`src/rtl/ram_burst_reader.sv`:
```
// rtl/ram_burst_reader.sv - burst-read controller for a 1-cycle-latency block RAM with a skid-buffered output stream
module ram_burst_reader #(
    parameter int ADDR_BITS = 8,
    parameter int DATA_BITS = 16,
    parameter int LEN_BITS  = 9
) (
    input  logic                 clk,
    input  logic                 rst_n,
    input  logic                 start,
    input  logic [ADDR_BITS-1:0] base_addr,
    input  logic [LEN_BITS-1:0]  burst_len,
    output logic                 busy,
    output logic                 done,
    output logic                 rd_valid,
    input  logic                 rd_ready,
    output logic [DATA_BITS-1:0] rd_data,
    input  logic                 wr_valid,
    output logic                 wr_ready,
    input  logic [ADDR_BITS-1:0] wr_addr,
    input  logic [DATA_BITS-1:0] wr_data,
    output logic                 ram_en,
    output logic                 ram_we,
    output logic [ADDR_BITS-1:0] ram_addr,
    output logic [DATA_BITS-1:0] ram_wdata,
    input  logic [DATA_BITS-1:0] ram_rdata
);

    typedef enum logic [1:0] {
        S_IDLE,
        S_RUN,
        S_DRAIN
    } state_t;

    state_t                state;
    state_t                state_nx;
    logic [ADDR_BITS-1:0]  rd_ptr;
    logic [LEN_BITS-1:0]   remaining;
    logic                  inflight;
    logic                  zero_done;
    logic                  drain_done;
    logic [DATA_BITS-1:0]  fifo_mem [2];
    logic                  fifo_wp;
    logic                  fifo_rp;
    logic [1:0]            fifo_cnt;
    logic                  pop;
    logic                  push;
    logic [2:0]            occupancy;
    logic                  room;
    logic                  issue;

    // Words already owed to the stream are those buffered plus the one in the RAM pipe;
    // a new read is only safe if the skid buffer can still take it after this cycle's pop.
    assign pop       = rd_valid & rd_ready;
    assign push      = inflight;
    assign occupancy = {1'b0, fifo_cnt} + {2'b00, inflight};
    assign room      = occupancy < (3'd2 + {2'b00, pop});
    assign issue     = (state == S_RUN) && (remaining != '0) && !wr_valid && room;

    assign busy     = (state != S_IDLE);
    assign done     = drain_done | zero_done;
    assign rd_valid = (fifo_cnt != 2'd0);
    assign rd_data  = fifo_mem[fifo_rp];
    assign wr_ready = 1'b1;

    // RAM port driver: writes pre-empt reads; everything is held at zero while in reset
    always_comb begin
        ram_en    = 1'b0;
        ram_we    = 1'b0;
        ram_addr  = '0;
        ram_wdata = '0;
        if (rst_n && wr_valid) begin
            ram_en    = 1'b1;
            ram_we    = 1'b1;
            ram_addr  = wr_addr;
            ram_wdata = wr_data;
        end else if (rst_n && issue) begin
            ram_en   = 1'b1;
            ram_addr = rd_ptr;
        end
    end

    // Next-state logic; the drain-complete done pulse is combinational with the last DRAIN cycle
    always_comb begin
        state_nx   = state;
        drain_done = 1'b0;
        case (state)
            S_IDLE: begin
                if (start && (burst_len != '0)) begin
                    state_nx = S_RUN;
                end
            end
            S_RUN: begin
                if (issue && (remaining == LEN_BITS'(1))) begin
                    state_nx = S_DRAIN;
                end
            end
            S_DRAIN: begin
                if (!inflight && (fifo_cnt == 2'd0)) begin
                    drain_done = 1'b1;
                    state_nx   = S_IDLE;
                end
            end
            default: state_nx = S_IDLE;
        endcase
    end

    // State register
    always_ff @(posedge clk or negedge rst_n) begin
        if (!rst_n) begin
            state <= S_IDLE;
        end else begin
            state <= state_nx;
        end
    end

    // Burst bookkeeping: address pointer, words left to issue, read-pipe flag, zero-length done
    always_ff @(posedge clk or negedge rst_n) begin
        if (!rst_n) begin
            rd_ptr    <= '0;
            remaining <= '0;
            inflight  <= 1'b0;
            zero_done <= 1'b0;
        end else begin
            inflight  <= issue;
            zero_done <= (state == S_IDLE) && start && (burst_len == '0);
            if ((state == S_IDLE) && start && (burst_len != '0)) begin
                rd_ptr    <= base_addr;
                remaining <= burst_len;
            end else if (issue) begin
                rd_ptr    <= rd_ptr + ADDR_BITS'(1);
                remaining <= remaining - LEN_BITS'(1);
            end
        end
    end

    // Two-entry skid FIFO catching RAM read data; head is registered storage
    always_ff @(posedge clk or negedge rst_n) begin
        if (!rst_n) begin
            fifo_mem[0] <= '0;
            fifo_mem[1] <= '0;
            fifo_wp     <= 1'b0;
            fifo_rp     <= 1'b0;
            fifo_cnt    <= 2'd0;
        end else begin
            if (push) begin
                fifo_mem[fifo_wp] <= ram_rdata;
                fifo_wp           <= ~fifo_wp;
            end
            if (pop) begin
                fifo_rp <= ~fifo_rp;
            end
            case ({push, pop})
                2'b10:   fifo_cnt <= fifo_cnt + 2'd1;
                2'b01:   fifo_cnt <= fifo_cnt - 2'd1;
                default: fifo_cnt <= fifo_cnt;
            endcase
        end
    end

endmodule

```
`config.mk`:
```
export PLATFORM = sky130hd
export DESIGN_NAME = ram_burst_reader
export DESIGN_NICKNAME = d
export VERILOG_FILES = /design/src/rtl/ram_burst_reader.sv
export SDC_FILE = /design/constraint.sdc
export NUM_CORES = 1
export LEC_CHECK = 0
export CORE_MARGIN = 2
export CORE_UTILIZATION = 45
export CTS_BUF_LIST = sky130_fd_sc_hd__clkbuf_8
export DETAILED_ROUTE_END_ITERATION = 10
export PLACE_DENSITY = 0.8
export SYNTH_ARGS = -nofsm -noshare
export SYNTH_HDL_FRONTEND = slang
export SYNTH_SLANG_ARGS = --single-unit
```
`constraint.sdc`:
```
create_clock -name clk -period 2.2 [get_ports clk]
set_clock_uncertainty 0.05 [all_clocks]
set_input_delay 0.33 -clock clk [delete_from_list [all_inputs] [get_ports clk]]
set_output_delay 0.33 -clock clk [all_outputs]
set_load 0.005 [all_outputs]
```
==> out/metrics.csv <==
metric,value,unit
RSZ-0062 raised after global routing,true,
CP Launch Type,flop,
Final Max Slew Viols,0,
First-pass DRT Iterations,4,
GRT overflow,0,
Unique masters post-synth,58,
Vias/cell,5.51,
diode count,0,
non-filler instance count after layout,524,
synth warn,0,
run status,"finished, violations left",
Setup WS post-layout,-238,ps
"Hold Vio Cnt, Final",0,
via count,2886,
CTS Buf Count,9,
Die Height,87.2,um
Initial DRC Count,108,
aggregate global-route resource usage,23.9,%
Die ar.,7600,um2
Power Total,6.39,mW
"Cell Area, Synth",3110,um2
post-route ant nets,0,
Placed Instances,495,
Max clock buf depth,2,
Critical Path RT,1820,ps
Area Overhead vs Synth,58.5,%
Tightest Hold Check Type,input pin to asynchronous set/reset pin,
IO Pins,108,
Place WS,-339,ps
syn nets,351,
fin crit share,111,%
crit-path max FO,2,
CTS tree,yes,
register area share after synthesis,45.8,%
final RePlAce weighted congestion,0.890,
min Tclk post-route,2440,ps
fin nets,509,
# clock sinks,57,
final core occ,73.0,%
clk_lat worst skew,340,ps
largest net degree at the start of global routing,36,
drt total wl,8820,um
"Top FF cell, synth",dfrtp_1,
failing checks,setup timing,
fmax,0.410,GHz
share of flip-flops with an asynchronous set or reset,100,%
first-pass GRT wire length,14000,um
number of synthesized flops with an enable pin,0,
Crit. End Element,primary output,
share of cells above drive strength 1,34.7,%
Cells after Synth,282,
H-tree level count,3,
Die X-Extent,87.2,um
row cnt,30,
DR WL/cell,16.8,um
critical path arrival,2060,ps
Setup Crit Path Kind,flop to primary output,
Max Cap Viol,0,
antenna violations before repair,0,
vias in the first global route,2937,
Initial Utilization,46.1,%
HPWL Detailed,6030,um
Core Area,6760,um2
"FF+latch count, synth",57,
Clock transition at path regs,70,ps
IO Port Bufs,106,
PD cells,1300,nW/um2
setup violators final,10,
Peak VDD IR,0.000611,V
CTS Hold Bufs,0,
"Avg Cell Area, Syn",11.0,um2
Leakage,2.16,nW
Root Buffer,clkbuf_8,
drt drc,0,
logic make-up (layout without fill, tap and decap cells):
kind of cell / count (synthesis) / count (layout) / synth area share [%]
DFF: 57 / 57 / 45.8
and+or+nand+nor: 92 / 92 / 16.8
muxes: 48 / 48 / 17.4
AOI/OAI and AO/OA: 47 / 47 / 12.2
other: 1 / 1 / 0.120
xor gates and xnor gates: 6 / 6 / 1.69
buffers and inverters: 24 / 186 / 3.26
adders and majority gates: 7 / 7 / 2.81
report_power, final:
group          total, mW  switching [mW]  internal, mW
Clock              0.984           0.414         0.570
Combinational       3.44            1.38          2.06
Sequential          1.97           0.400          1.57
worst paths after layout:
check                           slack (ps)  cells after the start           end    startpoint
worst max-delay path                  -240                     10   ram_addr[6]  remaining[1]
worst min-delay path                   160                      2     rd_ptr[1]         rst_n
worst max register to register         -50                     10     rd_ptr[6]   fifo_cnt[0]
worst min register to register         450                      1   fifo_mem[8]   fifo_mem[8]
max in group asynchronous             1460                      2  fifo_mem[24]         rst_n
min in group clk                       450                      1   fifo_mem[8]   fifo_mem[8]
routing by layer:
metal | wire, um | GRT usage (%)
met5 | 0 | 0
met4 | 139 | 9.23
met3 | 556 | 4.27
met2 | 4370 | 40.5
met1 | 3760 | 30.5
Yosys cell counts, types with 5 or more instances:
library cell | count | share of area [%]
clkbuf_1 | 9 | 1.1
nand2_1 | 17 | 2.0
inv_1 | 8 | 0.96
ha_1 | 7 | 2.8
nor2b_1 | 7 | 1.4
dfrtp_1 | 57 | 46
a22oi_1 | 7 | 1.7
and3_1 | 18 | 3.6
nand3_1 | 6 | 0.96
nand4_1 | 5 | 1.0
mux2_2 | 48 | 17
nor2_1 | 16 | 1.9
o21ai_0 | 5 | 0.80
nor3_1 | 5 | 0.80
layout make-up:
class	count	area, um2
flip-flops and latches	57	1430
clock inverters	4	43.8
well taps	80	100
clock buffers	11	151
repair inverters	1	7.51
fillers	481	1820
inverters	9	36.3
multi-input cells	201	1670
repair buffers	161	1490
placed cells by master (no fill, tap or decap), types with 3 or more instances in the layout:
cell and n:
a211oi_1 3, a22oi_2 6, xor2_1 3, clkdlybuf4s50_1 94, buf_2 9, nor2_1 16
nor3_1 5, o21ai_0 4, nand3_1 5, inv_1 7, buf_4 44, buf_12 3
nand4_1 5, buf_6 8, ha_1 4, and3_1 18, nor2b_1 7, mux2_2 48
dfrtp_1 56, clkbuf_8 11, xnor2_1 3, nand2_1 16
worst max-delay path, cell delays in order (launching register included):
cell and delay [ps]:
dfrtp_1 390, inv_2 90, ha_4 150, nor4b_4 240
nand3_2 160, buf_4 170, buf_6 100, buf_6 100
nand4_1 90, a21boi_1 90, buf_2 130
timing repair:
item / CTS / global route
endpoints found under the setup margin: 15 / 33
pin swaps: 6 / 9
cloned: 1 / 0
setup buffers: 11 / 4
gates resized for setup: 57 / 16
metrics by stage:
step	hold slack [ps]	cell area (um2)	TNS [ps]
floorplan	-15.6	3110	0
global placement	428	4530	-2430
detailed placement	430	4530	-2740
CTS	146	4860	-1930
global route	211	4930	-2750
finish	160	4930	-1720
registers in the layout, indices dropped and copies added, names as in the netlist:
register,count
remaining,9
zero_done,1
fifo_cnt,2
fifo_mem,32
rd_ptr,8
state,2
inflight,1
fifo_rp,1
fifo_wp,1
No activity file was read; power rests on OpenSTA's default activity.
